## src/rtl/device_protocol_if.sv

```systemverilog
// rtl/device_protocol_if.sv - packet, application and status signals of the device protocol engine
interface device_protocol_if;
    logic [6:0]  dev_addr;
    logic [98:0] pkt_from_dec;
    logic        pkt_from_dec_avail;
    logic        pkt_from_dec_corrupt;
    logic [98:0] pkt_to_enc;
    logic        pkt_to_enc_avail;
    logic        pkt_sent;
    logic [63:0] rx_data;
    logic        rx_data_avail;
    logic        rx_ready;
    logic [63:0] tx_data;
    logic        tx_data_avail;
    logic        tx_data_taken;
    logic [7:0]  err_count;

    modport slave (
        input  dev_addr, pkt_from_dec, pkt_from_dec_avail, pkt_from_dec_corrupt,
        input  pkt_sent, rx_ready, tx_data, tx_data_avail,
        output pkt_to_enc, pkt_to_enc_avail, rx_data, rx_data_avail,
        output tx_data_taken, err_count
    );

    modport master (
        output dev_addr, pkt_from_dec, pkt_from_dec_avail, pkt_from_dec_corrupt,
        output pkt_sent, rx_ready, tx_data, tx_data_avail,
        input  pkt_to_enc, pkt_to_enc_avail, rx_data, rx_data_avail,
        input  tx_data_taken, err_count
    );
endinterface

```

## src/rtl/device_protocol.sv

```systemverilog
// rtl/device_protocol.sv - device-side OUT/IN transaction engine with handshakes, timeout and error count
module device_protocol (
    input  logic              clk,
    input  logic              rst_b,
    device_protocol_if.slave  bus
);
    localparam logic [7:0]  SYNC        = 8'h01;
    localparam logic [7:0]  PID_OUT     = 8'hE1;
    localparam logic [7:0]  PID_IN      = 8'h69;
    localparam logic [7:0]  PID_DATA0   = 8'hC3;
    localparam logic [7:0]  PID_ACK     = 8'hD2;
    localparam logic [7:0]  PID_NAK     = 8'h5A;
    localparam logic [15:0] HS_ACK      = {SYNC, PID_ACK};
    localparam logic [15:0] HS_NAK      = {SYNC, PID_NAK};
    localparam logic [7:0]  TIMEOUT_LEN = 8'd24;

    localparam logic [2:0] ST_IDLE     = 3'd0;
    localparam logic [2:0] ST_OUT_DATA = 3'd1;
    localparam logic [2:0] ST_OUT_HS   = 3'd2;
    localparam logic [2:0] ST_IN_DATA  = 3'd3;
    localparam logic [2:0] ST_IN_HS    = 3'd4;

    logic [2:0]  state_q, state_d;
    logic [7:0]  tmo_q, tmo_d;
    logic [7:0]  err_q, err_d;
    logic [63:0] rx_data_q, rx_data_d;
    logic        rx_avail_q, rx_avail_d;
    logic        hs_ack_q, hs_ack_d;
    logic        taken_q, taken_d;
    logic        err_inc;

    logic        pkt_valid;
    logic        pkt_good;
    logic [7:0]  pkt_pid;
    logic [15:0] pkt_hs;
    logic [6:0]  pkt_addr;
    logic [63:0] pkt_payload;
    logic        timeout;
    logic        enc_active;
    logic [98:0] enc_pkt;
    logic        unused_pkt_bits;

    assign pkt_valid   = bus.pkt_from_dec_avail;
    assign pkt_good    = bus.pkt_from_dec_avail && !bus.pkt_from_dec_corrupt;
    assign pkt_pid     = bus.pkt_from_dec[90:83];
    assign pkt_hs      = bus.pkt_from_dec[98:83];
    assign pkt_addr    = bus.pkt_from_dec[82:76];
    assign pkt_payload = bus.pkt_from_dec[82:19];
    assign timeout     = (tmo_q == TIMEOUT_LEN);
    assign unused_pkt_bits = ^bus.pkt_from_dec[18:0];

    // A received packet is always examined before the timeout, so an arrival
    // in the expiry cycle still completes the transaction.
    always_comb begin
        state_d    = state_q;
        rx_data_d  = rx_data_q;
        rx_avail_d = 1'b0;
        hs_ack_d   = hs_ack_q;
        taken_d    = 1'b0;
        err_inc    = 1'b0;
        case (state_q)
            ST_IDLE: begin
                if (pkt_good && pkt_addr == bus.dev_addr) begin
                    if (pkt_pid == PID_OUT) begin
                        state_d = ST_OUT_DATA;
                    end else if (pkt_pid == PID_IN) begin
                        state_d = ST_IN_DATA;
                    end
                end
            end
            ST_OUT_DATA: begin
                if (pkt_valid && bus.pkt_from_dec_corrupt) begin
                    state_d = ST_IDLE;
                    err_inc = 1'b1;
                end else if (pkt_good && pkt_pid == PID_DATA0) begin
                    state_d  = ST_OUT_HS;
                    hs_ack_d = bus.rx_ready;
                    if (bus.rx_ready) begin
                        rx_avail_d = 1'b1;
                        rx_data_d  = pkt_payload;
                    end
                end else if (timeout) begin
                    state_d = ST_IDLE;
                    err_inc = 1'b1;
                end
            end
            ST_OUT_HS: begin
                if (bus.pkt_sent) begin
                    state_d = ST_IDLE;
                end
            end
            ST_IN_DATA: begin
                if (bus.pkt_sent) begin
                    state_d = bus.tx_data_avail ? ST_IN_HS : ST_IDLE;
                end
            end
            ST_IN_HS: begin
                if (pkt_valid) begin
                    state_d = ST_IDLE;
                    if (!bus.pkt_from_dec_corrupt && pkt_hs == HS_ACK) begin
                        taken_d = 1'b1;
                    end else begin
                        err_inc = 1'b1;
                    end
                end else if (timeout) begin
                    state_d = ST_IDLE;
                    err_inc = 1'b1;
                end
            end
            default: begin
                state_d = ST_IDLE;
            end
        endcase
    end

    always_comb begin
        tmo_d = 8'd0;
        if (state_d == state_q && (state_q == ST_OUT_DATA || state_q == ST_IN_HS)) begin
            tmo_d = tmo_q + 8'd1;
        end
    end

    assign err_d = (err_inc && err_q != 8'hFF) ? err_q + 8'd1 : err_q;

    always_ff @(posedge clk or negedge rst_b) begin
        if (!rst_b) begin
            state_q    <= ST_IDLE;
            tmo_q      <= 8'd0;
            err_q      <= 8'd0;
            rx_data_q  <= 64'd0;
            rx_avail_q <= 1'b0;
            hs_ack_q   <= 1'b0;
            taken_q    <= 1'b0;
        end else begin
            state_q    <= state_d;
            tmo_q      <= tmo_d;
            err_q      <= err_d;
            rx_data_q  <= rx_data_d;
            rx_avail_q <= rx_avail_d;
            hs_ack_q   <= hs_ack_d;
            taken_q    <= taken_d;
        end
    end

    // The request drops in the very cycle the encoder reports consumption.
    assign enc_active = (state_q == ST_OUT_HS || state_q == ST_IN_DATA) && !bus.pkt_sent;

    always_comb begin
        enc_pkt = 99'd0;
        if (enc_active) begin
            if (state_q == ST_OUT_HS) begin
                enc_pkt = {(hs_ack_q ? HS_ACK : HS_NAK), 83'd0};
            end else if (bus.tx_data_avail) begin
                enc_pkt = {SYNC, PID_DATA0, bus.tx_data, 19'd0};
            end else begin
                enc_pkt = {HS_NAK, 83'd0};
            end
        end
    end

    assign bus.pkt_to_enc       = enc_pkt;
    assign bus.pkt_to_enc_avail = enc_active;
    assign bus.rx_data          = rx_data_q;
    assign bus.rx_data_avail    = rx_avail_q;
    assign bus.tx_data_taken    = taken_q;
    assign bus.err_count        = err_q;
endmodule
```

## src/flat_wrapper.sv

```systemverilog
// flat-port wrapper written by rule: the top's interface ports become plain ports
module device_protocol_flat 
  (clk, rst_b, bus_dev_addr, bus_pkt_from_dec, bus_pkt_from_dec_avail, bus_pkt_from_dec_corrupt, bus_pkt_sent, bus_rx_ready, bus_tx_data, bus_tx_data_avail, bus_pkt_to_enc, bus_pkt_to_enc_avail, bus_rx_data, bus_rx_data_avail, bus_tx_data_taken, bus_err_count);
  device_protocol_if bus_i ();
  input  logic clk;
  input  logic rst_b;
  input wire logic [$bits(bus_i.dev_addr)-1:0] bus_dev_addr;
  input wire logic [$bits(bus_i.pkt_from_dec)-1:0] bus_pkt_from_dec;
  input wire logic [$bits(bus_i.pkt_from_dec_avail)-1:0] bus_pkt_from_dec_avail;
  input wire logic [$bits(bus_i.pkt_from_dec_corrupt)-1:0] bus_pkt_from_dec_corrupt;
  input wire logic [$bits(bus_i.pkt_sent)-1:0] bus_pkt_sent;
  input wire logic [$bits(bus_i.rx_ready)-1:0] bus_rx_ready;
  input wire logic [$bits(bus_i.tx_data)-1:0] bus_tx_data;
  input wire logic [$bits(bus_i.tx_data_avail)-1:0] bus_tx_data_avail;
  output wire logic [$bits(bus_i.pkt_to_enc)-1:0] bus_pkt_to_enc;
  output wire logic [$bits(bus_i.pkt_to_enc_avail)-1:0] bus_pkt_to_enc_avail;
  output wire logic [$bits(bus_i.rx_data)-1:0] bus_rx_data;
  output wire logic [$bits(bus_i.rx_data_avail)-1:0] bus_rx_data_avail;
  output wire logic [$bits(bus_i.tx_data_taken)-1:0] bus_tx_data_taken;
  output wire logic [$bits(bus_i.err_count)-1:0] bus_err_count;
  assign bus_i.dev_addr = bus_dev_addr;
  assign bus_i.pkt_from_dec = bus_pkt_from_dec;
  assign bus_i.pkt_from_dec_avail = bus_pkt_from_dec_avail;
  assign bus_i.pkt_from_dec_corrupt = bus_pkt_from_dec_corrupt;
  assign bus_i.pkt_sent = bus_pkt_sent;
  assign bus_i.rx_ready = bus_rx_ready;
  assign bus_i.tx_data = bus_tx_data;
  assign bus_i.tx_data_avail = bus_tx_data_avail;
  assign bus_pkt_to_enc = bus_i.pkt_to_enc;
  assign bus_pkt_to_enc_avail = bus_i.pkt_to_enc_avail;
  assign bus_rx_data = bus_i.rx_data;
  assign bus_rx_data_avail = bus_i.rx_data_avail;
  assign bus_tx_data_taken = bus_i.tx_data_taken;
  assign bus_err_count = bus_i.err_count;
  device_protocol u_core (.clk(clk), .rst_b(rst_b), .bus(bus_i));
endmodule
```

## config.mk

```make
export PLATFORM = sky130hd
export DESIGN_NAME = device_protocol_flat
export DESIGN_NICKNAME = d
export VERILOG_FILES = /design/src/rtl/device_protocol_if.sv /design/src/rtl/device_protocol.sv /design/src/flat_wrapper.sv
export SDC_FILE = /design/constraint.sdc
export NUM_CORES = 1
export LEC_CHECK = 0
export BUFFER_PORTS_ARGS = -buffer_cell sky130_fd_sc_hd__buf_2
export CAP_MARGIN = 10
export CORE_AREA = 3 3 135 137
export DETAILED_ROUTE_END_ITERATION = 10
export DIE_AREA = 0 0 138 140
export HOLD_SLACK_MARGIN = 0.03
export PLACE_DENSITY = 0.64
export SLEW_MARGIN = 15
export SYNTH_ARGS = -nofsm -noshare
export SYNTH_HDL_FRONTEND = slang
export SYNTH_SLANG_ARGS = --single-unit
```

## constraint.sdc

```tcl
create_clock -name clk -period 2 [get_ports clk]
set_clock_uncertainty 0.15 [all_clocks]
set_input_delay 0.3 -clock clk [delete_from_list [all_inputs] [get_ports clk]]
set_output_delay 0.3 -clock clk [all_outputs]
set_load 0.01 [all_outputs]
```

; ---- Word-level counts from Yosys, hierarchy flattened
; Cells that the tools add are included.
; W data, S select, Z words.
[word_totals]
ff_bits = 86
inputBits = 177
output_inout_bits = 174
word_cells = 66
[classes]
add_sub_neg = 2
eq_ne = 12
mux = 29
bitwise = 1
n_reduce_logical = 15
[op_table]
columns = operator, n
row1 = $mux W99, 2
row2 = $mux W91, 1
row3 = $mux W3, 10
row4 = $add A8 B1 Y8 const B, 2
row5 = $eq A16 B9 Y1 const B, 1
row6 = $eq A8 B8 Y1 const B, 2
row7 = $mux W8, 2
row8 = $pmux W3 S5, 1
row9 = $mux W1, 12
row10 = $eq A8 B5 Y1 const B, 1
row11 = $eq A8 B7 Y1 const B, 1
row12 = $logic_and A1 B1 Y1, 8
row13 = $ne A8 B8 Y1 const B, 1
row14 = $eq A7 B7 Y1, 1
row15 = $eq A3 B2 Y1 const B, 2
row16 = $reduce_and A4 Y1, 1
row17 = $eq A3 B1 Y1 const B, 1
row18 = $eq A3 B3 Y1, 1
row19 = $eq A3 B3 Y1 const B, 1
row20 = $logic_not A3 Y1, 1
row21 = $reduce_and A3 Y1, 1
row22 = $logic_not A1 Y1, 2
row23 = $logic_or A1 B1 Y1, 2
row24 = $pmux W1 S2, 1
row25 = $not A1 Y1, 1

; ---- Longest topological paths before layout
[depth]
word_depth = 9
mapped_depth = 7
depth_no_buf = 6

; ---- Worst setup path after synthesis
; Ideal clock, no wire load.
[synth_timing]
kind = register to output
startpoint = register u_core.state_q[2]
endpoint = output bus_pkt_to_enc[24]
t_arrival_ps = 1649
slack_ps = -99
path_stages_with_launch = 7
cell_sequence = dfrtp_1 nand2b_1 or2_2 nor2_1 clkbuf_1 clkbuf_1 and2_1
[synth_between]
elab_chain_cells = 4
[synth_rtl]
columns = item, line_no
row1 = "start, declared", device_protocol.sv:23  ; logic [2:0] state_q, state_d;
row2 = "start signal, assigned", device_protocol.sv:135  ; state_q <= state_d;
row3 = $eq A3 B2 Y1 (on tied branches), "device_protocol.sv:146, device_protocol.sv:151"
row4 = $logic_or A1 B1 Y1, device_protocol.sv:146  ; assign enc_active = (state_q == ST_OUT_HS || state_q == ST_IN_DATA) && !bus.pkt_sent;
row5 = $logic_and A1 B1 Y1, device_protocol.sv:146
row6 = $mux W99 (*), device_protocol.sv:150  ; if (enc_active) begin
row7 = "end, declared", flat_wrapper.sv:15  ; output wire logic [$bits(bus_i.pkt_to_enc)-1:0] bus_pkt_to_enc;
; Every way passes the cells marked *; elsewhere a longest branch is shown, timed or not.

; ---- Worst setup path in the final report
[layout_timing]
startpoint = register u_core.state_q[2]
endpoint = output bus_pkt_to_enc[47]
; The elaborated chain is that of the path after synthesis.

==> reports/results.tsv <==
metric	value	unit
Clk pin slew, worst setup/hold paths	0.07	ns
Yosys top cell by area	dfrtp_1	
pre-CTS WS	-0.496	ns
CTS Sinks	86	
Iter 0 DRT Violations	123	
yosys warns	0	
CP Launch Type	flip-flop	
Period Utilization, post-route	116	%
post-layout util	49.5	%
Setup-failing EPs final	155	
Crit Path Max Fanout	8	
Worst Path Required	1.55	ns
Seq cells post-synth	86	
fillers	1516	
Cell Area, Placed	6510	µm²
Initial Utilization	26.4	%
Vias/cell	4.26	
# rows	48	
CP startpoint	u_core.state_q[2]	
number of flops mapped to enable cells by yosys	0	
vias	4365	
Synth cell types	41	
R2R Setup Slk	-0.25	ns
Post-synth top cells	86 x dfrtp_1, 67 x and2_1, 38 x mux2_4	
fin crit period	2.32	ns
Cells after Synth	380	
CORE AREA	17200	µm²
drt total wl	16900	µm
PD cells	469	nW/µm²
H-tree Lvls	3	
Highest Clock Rate	0.432	GHz
asr flop ratio synth	100	%
leak pwr	4.71	nW
RSZ-0062 raised after global routing	true	
area share of fa/ha/maj cells after synthesis	0.827	%
prevailing post-synth register cell	dfrtp_1	
Avg Cell Area, Syn	11.9	µm²
# DRC	0	
fin. max-slew vios	0	
status	complete, but fails checks	
Synth Area in Compound Gates	3.89	%
drt pass-1 iters	4	
CTS Buffer Depth	2	
final hold viol count	0	
critical path's slowest cell	dfrtp_1	
initial antenna violation count	0	
Die Ht	140	µm
Peak VDD IR	0.553	mV
grt ovf	0	
min-delay src	bus_pkt_from_dec[28]	
global-route wire length before repair	24700	µm
post-synthesis simple-gate area fraction	16.4	%
Worst Hold Class	input port to flip-flop	
fin area	8500	µm²
Synth Area in XOR/XNOR	4.25	%
Clock Latency Late Sink	0.34	ns
area fraction of the dominant cell type after synthesis	47.4	%
synthesized area	4540	µm²
Hold Slack	0.0452	ns
antenna-violating nets left	0	
most frequent cell after synthesis	dfrtp_1	
layout cells sized above 1	68.3	%
Critical Path End Type	output pin	
fin nets	974	
CP most frequent cell	buf_12	
reg2reg path depth	7	
antenna cell count	0	
post-synthesis mux area share	19.3	%
TritonCTS clock tree	built	
final worst setup slack	-0.317	ns
I/O pin cnt	351	
die area	19300	µm²
dpl cells	932	
Final Non-Filler Cells	1024	
total track usage	16.0	%
hold depth	2	
root buffer cell	clkbuf_16	
IO buf count	303	
largest net degree at the start of global routing	46	
largest family of logic cells by synthesized area	multiplexers	
vias in the first global route	4509	
CP Cell Sequence	nand2b_4 > or2_4 > nor2_4 > buf_12 > buf_12 > clkbuf_16 > and2_1 > buf_2	
max cap viols	0	
worst r2r src	u_core.state_q[2]	
Final Wtd Congestion	0.786	
top post-synthesis cells by area	dfrtp_1 47%, mux2_4 13%, and2_1 9.2%	
sequential cell area fraction in the yosys report	47.4	%
CP arrival	1.87	ns
die width	138	µm
WS Path Type	flip-flop to output pin	
Syn-to-layout area delta	87.5	%
CP peak stage delay	0.38	ns
drt wl/cell	16.5	µm
failing checks	setup timing	
DPL Wire Length	11300	µm
R2R Path End	u_core.bus.rx_data[25]	
hold endpoint	u_core.bus.rx_data[9]	
CTS buffer count	9	
==> cell type report <==
| cell class | instances | area (µm²) | share of cell area (%) |
|---|---|---|---|
| sequential | 86 | 2150 | 25.3 |
| clock inverter | 7 | 108 | 1.27 |
| multi-input combinational | 270 | 2480 | 29.1 |
| clock buffer | 9 | 225 | 2.65 |
| timing repair buffer | 421 | 3230 | 38.0 |
| tap | 225 | 282 | 3.31 |
| inverter | 6 | 26.3 | 0.309 |
==> sequential cells by signal, summed over array words and instances (netlist names) <==
signal	count
u_core.bus.err_count	8
u_core.bus.rx_data	64
u_core.bus.rx_data_avail	1
u_core.bus.tx_data_taken	1
u_core.hs_ack_q	1
u_core.state_q	3
u_core.tmo_q	8
==> repair_timing <==
item                                    4_1_cts  5_1_grt
hold buffers                                 39        2
endpoints found under the hold margin        70        2
setup buffers                                21        4
endpoints found under the setup margin      140      155
pin swaps                                    28       39
gates cloned                                  9        3
resized for setup                            76      105
==> worst max path at each step <==
stage	end	slack [ns]	depth (start not counted)
final	bus_pkt_to_enc[47]	-0.32	8
after global routing	bus_pkt_to_enc[79]	-0.38	9
after floorplan	bus_pkt_to_enc[24]	-0.03	6
after global placement	u_core.state_q[0]	-0.52	8
after CTS	bus_pkt_to_enc[80]	-0.28	9
after detailed placement	u_core.state_q[0]	-0.50	8
==> power breakdown <==
| part | internal (W) | switching, W | leakage, nW |
|---|---|---|---|
| Clock | 0.00111 | 0.000740 | 0.163 |
| Combinational | 0.000215 | 0.000169 | 3.35 |
| Sequential | 0.00175 | 0.00000468 | 1.19 |
| Total | 0.00307 | 0.000913 | 4.71 |
==> per-layer routing <==
| metal | track usage [%] | wire, µm |
|---|---|---|
| met4 | 4.73 | 500 |
| met3 | 4.51 | 1010 |
| met1 | 18.0 | 6200 |
| met2 | 29.4 | 9220 |
| met5 | 0 | 0 |
==> worst max-delay path: cells and delay by family (launching register included) <==
family	cells	cell delay [ns]
buf+inv	4	0.52
flops	1	0.38
simple gates	4	0.61
==> layout by cell type, fill, tap and decap left out, types with 3 or more instances in the layout <==
cell type / netlist / final
buf_6: 5 / 64
dlygate4sd3_1: 0 / 41
buf_12: 0 / 8
and2_4: 0 / 43
nand2_1: 14 / 12
and2_1: 67 / 24
and4bb_2: 3 / 3
inv_1: 6 / 5
nand4_1: 3 / 3
xor2_1: 11 / 11
dfrtp_1: 86 / 86
nor2_4: 0 / 6
clkbuf_16: 0 / 12
conb_1: 1 / 28
a21oi_1: 9 / 3
buf_4: 32 / 37
buf_16: 0 / 8
mux2_2: 27 / 26
buf_8: 0 / 4
nor2_2: 0 / 4
a21oi_2: 1 / 4
mux2_4: 38 / 39
a21oi_4: 0 / 3
buf_2: 2 / 255
xnor2_1: 11 / 10
nor2_1: 18 / 8
nand3_1: 8 / 7
==> through the flow <==
step           power, W  TNS, ns
2_1_floorplan   0.00189    -2.33
6_report        0.00399   -33.14
3_5_place_dp    0.00209    -8.36
3_3_place_gp    0.00208    -7.25
5_1_grt         0.00416   -42.93
4_1_cts         0.00403   -32.98
==> cells by family after synthesis <==
group	count (synthesis)
mux	65
flops	86
other cells	1
buf+inv	52
fa+ha+maj	3
simple gates	128
xor+xnor	22
compound gates	23
Note: power is estimated with default switching activity, not from simulation.
